$ cat config.mk
export PLATFORM = sky130hd
export DESIGN_NAME = rc4_key_dispatcher
export DESIGN_NICKNAME = d
export VERILOG_FILES = /design/src/rtl/rc4_key_dispatcher.sv
export SDC_FILE = /design/constraint.sdc
export NUM_CORES = 1
export LEC_CHECK = 0
export CAP_MARGIN = 40
export CORE_MARGIN = 1
export CORE_UTILIZATION = 25
export CTS_CLUSTER_DIAMETER = 50
export DETAILED_ROUTE_END_ITERATION = 12
export DONT_BUFFER_PORTS = 1
export PLACE_DENSITY = 0.38
export SYNTH_ARGS = -nofsm -noshare
export SYNTH_HDL_FRONTEND = slang
export SYNTH_SLANG_ARGS = --single-unit
$ cat constraint.sdc
create_clock -name clk -period 7.6 [get_ports clk]
set_clock_uncertainty 0.2 [all_clocks]
set_input_delay 1.9 -clock clk [delete_from_list [all_inputs] [get_ports clk]]
set_output_delay 1.9 -clock clk [all_outputs]
set_load 0.02 [all_outputs]
$ cat src/rtl/rc4_key_dispatcher.sv
// rc4_key_dispatcher: hands successive RC4 secret keys to a pool of search
// cores round-robin, counts keys in flight, latches the first reported
// solution and broadcasts stop, or flags exhaustion once the key space drains.
module rc4_key_dispatcher #(
   parameter int               NUM_CORES = 4,
   parameter int               KEY_W     = 24,
   parameter logic [KEY_W-1:0] KEY_START = 24'h000000,
   parameter logic [KEY_W-1:0] KEY_LAST  = 24'h3FFFFF
) (
   input  logic                       clk,
   input  logic                       reset,
   input  logic                       start,
   input  logic [NUM_CORES-1:0]       core_req,
   input  logic [NUM_CORES-1:0]       core_done,
   input  logic [NUM_CORES-1:0]       core_found,
   input  logic [NUM_CORES*KEY_W-1:0] core_key,
   output logic [NUM_CORES-1:0]       grant,
   output logic [KEY_W-1:0]           grant_key,
   output logic                       stop,
   output logic                       found,
   output logic [KEY_W-1:0]           found_key,
   output logic                       exhausted,
   output logic                       busy
);

   localparam int IDX_W   = (NUM_CORES > 1) ? $clog2(NUM_CORES) : 1;
   localparam int OUT_W   = $clog2(NUM_CORES + 1);
   localparam int OUT_MAX = (1 << OUT_W) - 1;

   typedef enum logic [2:0] {IDLE, DISPATCH, DRAIN, FOUND, EXHAUSTED} state_t;

   state_t               state_reg;
   logic [KEY_W-1:0]     next_key_reg;
   logic [IDX_W-1:0]     rr_ptr_reg;
   logic [OUT_W-1:0]     outstanding_reg;
   logic [NUM_CORES-1:0] grant_reg;
   logic [KEY_W-1:0]     grant_key_reg;
   logic                 stop_reg;
   logic                 found_reg;
   logic [KEY_W-1:0]     found_key_reg;
   logic                 exhausted_reg;

   logic [KEY_W-1:0]     core_key_arr [NUM_CORES];
   logic [NUM_CORES-1:0] eligible;
   logic [NUM_CORES-1:0] hit;
   logic                 pick_valid;
   logic [IDX_W-1:0]     pick_idx;
   logic [IDX_W-1:0]     win_idx;
   logic                 grant_fire;
   logic [OUT_W-1:0]     outstanding_next;
   int                   done_cnt;
   int                   out_sum;

   // Split the flat key bus into one key per core.
   generate
      for (genvar gi = 0; gi < NUM_CORES; gi++) begin : g_key_split
         assign core_key_arr[gi] = core_key[gi*KEY_W +: KEY_W];
      end
   endgenerate

   // Cores granted last cycle are masked so a lingering request is not re-served.
   assign eligible   = core_req & ~grant_reg;
   assign hit        = core_done & core_found;
   assign grant_fire = (state_reg == DISPATCH) && !(|hit) && pick_valid;

   // Round-robin pick: first eligible core at or above rr_ptr, wrapping.
   always_comb begin
      pick_valid = 1'b0;
      pick_idx   = '0;
      for (int i = 0; i < NUM_CORES; i++) begin
         if (!pick_valid && eligible[(int'(rr_ptr_reg) + i) % NUM_CORES]) begin
            pick_valid = 1'b1;
            pick_idx   = IDX_W'((int'(rr_ptr_reg) + i) % NUM_CORES);
         end
      end
   end

   // Lowest-index core reporting a valid decryption wins a simultaneous find.
   always_comb begin
      win_idx = '0;
      for (int i = NUM_CORES - 1; i >= 0; i--) begin
         if (hit[i]) win_idx = IDX_W'(i);
      end
   end

   // Keys in flight: +1 per grant, -1 per done bit, clamped so it never wraps.
   always_comb begin
      done_cnt = 0;
      for (int i = 0; i < NUM_CORES; i++) begin
         if (core_done[i]) done_cnt++;
      end
      out_sum = int'(outstanding_reg) + (grant_fire ? 1 : 0) - done_cnt;
      if (out_sum < 0)            out_sum = 0;
      else if (out_sum > OUT_MAX) out_sum = OUT_MAX;
      outstanding_next = OUT_W'(out_sum);
   end

   // Dispatcher state machine with registered outputs.
   always_ff @(posedge clk or posedge reset) begin
      if (reset) begin
         state_reg       <= IDLE;
         next_key_reg    <= KEY_START;
         rr_ptr_reg      <= '0;
         outstanding_reg <= '0;
         grant_reg       <= '0;
         grant_key_reg   <= '0;
         stop_reg        <= 1'b0;
         found_reg       <= 1'b0;
         found_key_reg   <= '0;
         exhausted_reg   <= 1'b0;
      end else begin
         grant_reg <= '0;
         case (state_reg)
            IDLE: begin
               if (start) begin
                  next_key_reg    <= KEY_START;
                  rr_ptr_reg      <= '0;
                  outstanding_reg <= '0;
                  state_reg       <= DISPATCH;
               end
            end
            DISPATCH: begin
               outstanding_reg <= outstanding_next;
               if (|hit) begin
                  found_reg     <= 1'b1;
                  stop_reg      <= 1'b1;
                  found_key_reg <= core_key_arr[win_idx];
                  state_reg     <= FOUND;
               end else if (pick_valid) begin
                  grant_reg     <= NUM_CORES'(1) << pick_idx;
                  grant_key_reg <= next_key_reg;
                  next_key_reg  <= next_key_reg + 1'b1;
                  rr_ptr_reg    <= (pick_idx == IDX_W'(NUM_CORES - 1)) ? '0 : pick_idx + 1'b1;
                  // The last key ends dispatching; the counter never wraps to 0.
                  if (next_key_reg == KEY_LAST) state_reg <= DRAIN;
               end
            end
            DRAIN: begin
               outstanding_reg <= outstanding_next;
               if (|hit) begin
                  found_reg     <= 1'b1;
                  stop_reg      <= 1'b1;
                  found_key_reg <= core_key_arr[win_idx];
                  state_reg     <= FOUND;
               end else if (outstanding_next == '0) begin
                  exhausted_reg <= 1'b1;
                  state_reg     <= EXHAUSTED;
               end
            end
            FOUND, EXHAUSTED: begin
               if (start) begin
                  found_reg       <= 1'b0;
                  exhausted_reg   <= 1'b0;
                  stop_reg        <= 1'b0;
                  next_key_reg    <= KEY_START;
                  rr_ptr_reg      <= '0;
                  outstanding_reg <= '0;
                  state_reg       <= DISPATCH;
               end
            end
            default: state_reg <= IDLE;
         endcase
      end
   end

   assign grant     = grant_reg;
   assign grant_key = grant_key_reg;
   assign stop      = stop_reg;
   assign found     = found_reg;
   assign found_key = found_key_reg;
   assign exhausted = exhausted_reg;
   assign busy      = (state_reg == DISPATCH) || (state_reg == DRAIN);

endmodule

[Word level (Yosys, flattened, before mapping)]
Cells that the tools add are included.
Operators by class
  add/subtract/negate cells: 10
  $lt $le $gt $ge: 7
  eq/ne operators: 16
  shift-type cells: 1
  muxes and demuxes: 60
  bitwise gates (word level): 8
  reductions and logical operators: 30
Operators by type and width (count)
  $mux 24: 5
  $add 32x2->32 const B: 3
  $mux 32: 3
  $bmux 24 s2: 1
  $pmux 24 s2: 1
  $gt 32x4->1 const B: 1
  $lt 32x1->1 const B: 1
  $sub 5x32->32: 1
  $mux 3: 9
  $add 24x1->24 const B: 1
  $eq 24x22->1 const B: 1
  $mux 2: 12
  $mux 1: 17
  $lt 3x4->1 const B: 3
  $mux 4: 3
  $reduce_and 4->1: 3
  $ne 2x2->1 const B: 5
  $reduce_or 2->1: 5
  $ne 3x3->1 const B: 3
  $pmux 3 s3: 1
  $and 4x4->4: 2
  $bmux 1 s2: 4
  $reduce_bool 2->1: 4
  $eq 3x2->1 const B: 2
  25 further kinds: 41
Storage, ports and cells
  bits in registers: 86
  input port bits: 111
  logic and storage cells: 141

[Logic depth before layout (Yosys ltp)]
  depth after elaboration: 25
  depth in mapped cells: 19
  mapped depth without buffers: 16

[Least setup slack after synthesis]
No wires, ideal clock.
  path kind: input port to flip-flop
  start: input port core_found[0]
  end: register state_reg[2]
  library setup time: 0.083 ns
  arrival time: 5.111 ns
  data required time: 7.317 ns
  path slack: 2.206 ns
  stages on the path: 18
  path through: a22o_1 nor3_1 buf_2 nand2_1 clkinv_1 buf_2 ha_1 ha_1 ha_1 nand2b_1 a21boi_0 nor2_1 fa_1 nand4b_1 a21oi_1 o2111a_1 o211ai_1 o21ai_0
Between the ends
  word-level cells in the longest chain between the ends: 14
RTL lines
  start: declaration: RTL line 15  | input logic [NUM_CORES-1:0] core_found,
  $and 4x4->4 (*): RTL line 63  | assign hit = core_done & core_found;
  $reduce_or 4->1 (*): RTL line 64, 124, 140
  $logic_not 1->1: RTL line 64  | assign grant_fire = (state_reg == DISPATCH) && !(|hit) && pick_valid;
  $logic_and 1x1->1 (2 in a row): RTL line 64
  $mux 1: RTL line 92  | out_sum = int'(outstanding_reg) + (grant_fire ? 1 : 0) - done_cnt;
  $add 3x1->4: RTL line 92
  $sub 5x32->32: RTL line 92
  $gt 32x4->1: RTL line 94  | else if (out_sum > OUT_MAX) out_sum = OUT_MAX;
  $mux 3: RTL line 94
  $mux 3: RTL line 93  | if (out_sum < 0) out_sum = 0;
  $logic_not 3->1: RTL line 145  | end else if (outstanding_next == '0) begin
  $ne 3x3->1 (no source line)
  $reduce_and 4->1 (no source line)
  end signal: assignment: RTL line 101  | state_reg <= IDLE;
  end signal: assignment: RTL line 144  | state_reg <= FOUND;
  end signal: assignment: RTL line 147  | state_reg <= EXHAUSTED;
  end: declaration: RTL line 32  | state_t state_reg;
Every way passes the cells marked *; elsewhere a longest branch is shown, timed or not.
A chain may end at the register's enable or synchronous reset.

[Worst setup path in the final report]
Ends and elaborated chain as after synthesis.

==> flow_metrics.py <==
metrics = {
    "drt": {
        "drt-total-wl_um": 12800,
        "vias": 3688,
        "drtPass1Iterations": 4,
        "drt_iter0_markers": 126,
        "wl_per_cell_um": 17.3,
        "viasPerCell": 5.00,
        "post-route-drc-count": 0,
        "ant_nets": 0,
    },
    "final_layout": {
        "final_cell_count_no_fill": 738,
        "multi_input_area_um2": 2470,
        "n_fill_cell": 1985,
        "seqCellArea_um2": 2150,
        "syn_to_final_growth_pct": 11.7,
        "drive_gt1_frac": 0.0655,
        "num-nets-final": 626,
        "n_antenna_cell": 0,
    },
    "synthesis": {
        "synth-seq-cells": 86,
        "synthMuxAreaShare": 0.112,
        "synthSimpleGateAreaFrac": 0.201,
        "synth-edff-count": 0,
        "yosys_warnings": 0,
        "synth_top_family_by_area": "simple AND/OR/NAND/NOR gates",
        "ys_seq_area_frac": 0.447,
        "syn_area_per_cell_um2": 9.50,
        "ys_types": 54,
        "synth_nets": 634,
        "synth_flop_cell": "dfrtp_1",
        "synthCells": 507,
        "synth-xor-area-share": 0.0200,
        "synth_area_um2": 4820,
        "synth-adder-area-share": 0.0447,
        "async_flop_share": 1.00,
        "synth_compound_area_frac": 0.134,
    },
    "global_route": {
        "grt_pass1_wl_um": 20100,
        "antenna_found_initial": 0,
        "grt_max_degree": 60,
        "overflow": 0,
        "grt_pass1_vias": 3638,
        "grt_use_total": 0.132,
    },
    "clocking": {
        "cts_resized": 0,
        "clk_pin_slew_ns": 0.07,
        "hold_buffers": 0,
        "clock_latency_ns": 0.35,
        "cts_buffer_depth": 2,
        "tritoncts": "yes",
        "post-cts-setup-buffers": 0,
        "cts.sinks": 86,
        "h-tree-depth": 3,
        "cts_buffers": 9,
        "clockRootBuffer": "clkbuf_16",
    },
    "worst_setup_path": {
        "worst_ep_arrival_time_ns": 5.94,
        "crit_required_ns": 7.67,
        "criticalPathCategory": "input port to flip-flop",
        "crit_path_end_kind": "flip-flop",
        "crit_path_start_kind": "input port",
        "critical_path.max_fanout": 28,
    },
    "timing": {
        "relSlewSlack": 0.444,
        "rsz0062_at_grt": "false",
        "final_max_slew_viol_count": 0,
        "worst_slew_pin_slew_ns": 0.829,
        "fin_crit_ns": 5.87,
        "final.period_utilization": 0.773,
        "finalSetupViolations": 0,
        "fin_tns_setup_ns": 0,
        "hold_viol": 0,
        "fmax_mhz": 170,
    },
    "placed_design": {
        "place_inst": 721,
        "dp_hpwl_um": 9270,
        "io_buffer_count": 0,
        "place_congestion": 0.851,
    },
    "pwr": {
        "pwr_density_cell_nw_per_um2": 250,
        "leakagePower_nw": 2.61,
        "ir_drop_mv": 0.0974,
    },
    "min_path": {
        "hold_class": "flip-flop to flip-flop",
    },
    "die": {
        "initial_core_util": 0.257,
        "die_h_um": 141,
        "rows": 50,
        "die_width_um": 141,
        "pin_count": 167,
        "die_area_um2": 19800,
        "coreArea_um2": 18800,
    },
    "run": {
        "drv_cap": 0,
    },
    "outcome": {
        "outcome": "finished, final reports clean",
    },
}
[critical path: stages]
cell and delay, ns:
a22o_1 0.22, nor3_1 0.09, buf_4 0.19, nand2_1 0.09, clkinv_1 0.65, ha_1 0.52
ha_1 0.20, xor2_1 0.15, ha_1 0.33, a21boi_0 0.20, nor2_1 0.08, fa_1 0.50
nand4b_1 0.11, a21oi_1 0.17, o2111a_1 0.25, o211ai_1 0.12, o21ai_0 0.18
[where the power goes]
group	leakage, nW	internal, mW	switching, mW
registers	1.15	0.516	0.116
clock network	0.148	0.290	0.190
logic	1.31	0.0994	0.135
[layout make-up]
type | count | area share
clock buffer | 13 | 0.0446
timing repair buffer | 9 | 0.0160
multi-input combinational | 375 | 0.459
clock inverter | 3 | 0.0128
sequential | 86 | 0.400
inverter | 18 | 0.0128
tap | 234 | 0.0544
[routing by layer]
metal,share of wire,GRT usage
met1,0.46,0.173
met4,0.018,0.0606
met5,0,0
met3,0.044,0.0309
met2,0.47,0.206
[through the flow]
stage / area (µm²) / hold slack [ns] / worst slack, ns / total power, mW / utilization
3_5_place_dp: 5060 / 0.274 / 1.09 / 0.879 / 0.270
3_3_place_gp: 5020 / 0.261 / 1.30 / 0.871 / 0.268
2_1_floorplan: 4820 / 0.245 / 2.21 / 0.808 / -
6_report: 5380 / 0.275 / 1.73 / 1.35 / 0.287
5_1_grt: 5380 / 0.313 / 1.33 / 1.43 / 0.287
4_1_cts: 5370 / 0.282 / 1.45 / 1.37 / 0.286
[worst paths after layout]
check                                      start          endpoint  slack (ns)  depth (start not counted)
worst max-delay path               core_found[0]      state_reg[2]        1.73                         17
min in group asynchronous                  reset      found_key[1]        1.24                          1
worst min register to register  next_key_reg[12]  next_key_reg[12]        0.27                          1
worst min-delay path            next_key_reg[12]  next_key_reg[12]        0.27                          1
max in group asynchronous                  reset  next_key_reg[16]        4.81                          2
worst max register to register          grant[0]      state_reg[2]        2.76                         17
[cell families after synthesis]
logic type,Yosys count
simple gates,204
compound gates,88
flops,86
mux,54
buf+inv,46
fa+ha+maj,16
xor+xnor,11
other cells,2
[layout by cell type, fill, tap and decap left out, types with 2 or more instances in the layout]
cell,instances
nand2_1,122
dfrtp_1,86
mux2i_1,53
o221ai_1,26
nor2_1,19
inv_1,16
o21ai_0,15
ha_1,14
a21oi_1,12
xor2_1,10
clkbuf_16,9
nand2b_1,8
nand3_1,8
nand4_1,7
o211ai_1,7
and3_1,7
a22o_1,6
o31ai_1,6
nor3_1,5
buf_4,5
nor2b_1,4
or2_2,4
or3_1,4
or4_1,4
clkbuf_1,4
and2_1,2
o21a_1,2
a21boi_0,2
fa_1,2
conb_1,2
bufinv_16,2
buf_8,2
[cells in the mapped netlist, drive strengths merged, types with 5 or more instances]
cell type | instances | area (µm²)
inv | 17 | 63.8
clkbuf | 17 | 63.8
nand3 | 9 | 57.6
mux2i | 53 | 531
nor2 | 19 | 71.3
a21oi | 12 | 60.1
nand2b | 8 | 50.1
nor3 | 5 | 25.0
ha | 14 | 175
o31ai | 6 | 45.0
nand4 | 8 | 65.1
o21ai | 16 | 80.1
buf | 11 | 62.6
o211ai | 7 | 52.6
a22o | 6 | 52.6
and3 | 7 | 43.8
dfrtp | 86 | 2150
o221ai | 26 | 228
xor2 | 10 | 87.6
nand2 | 122 | 458
Note: power is estimated with default switching activity, not from simulation.
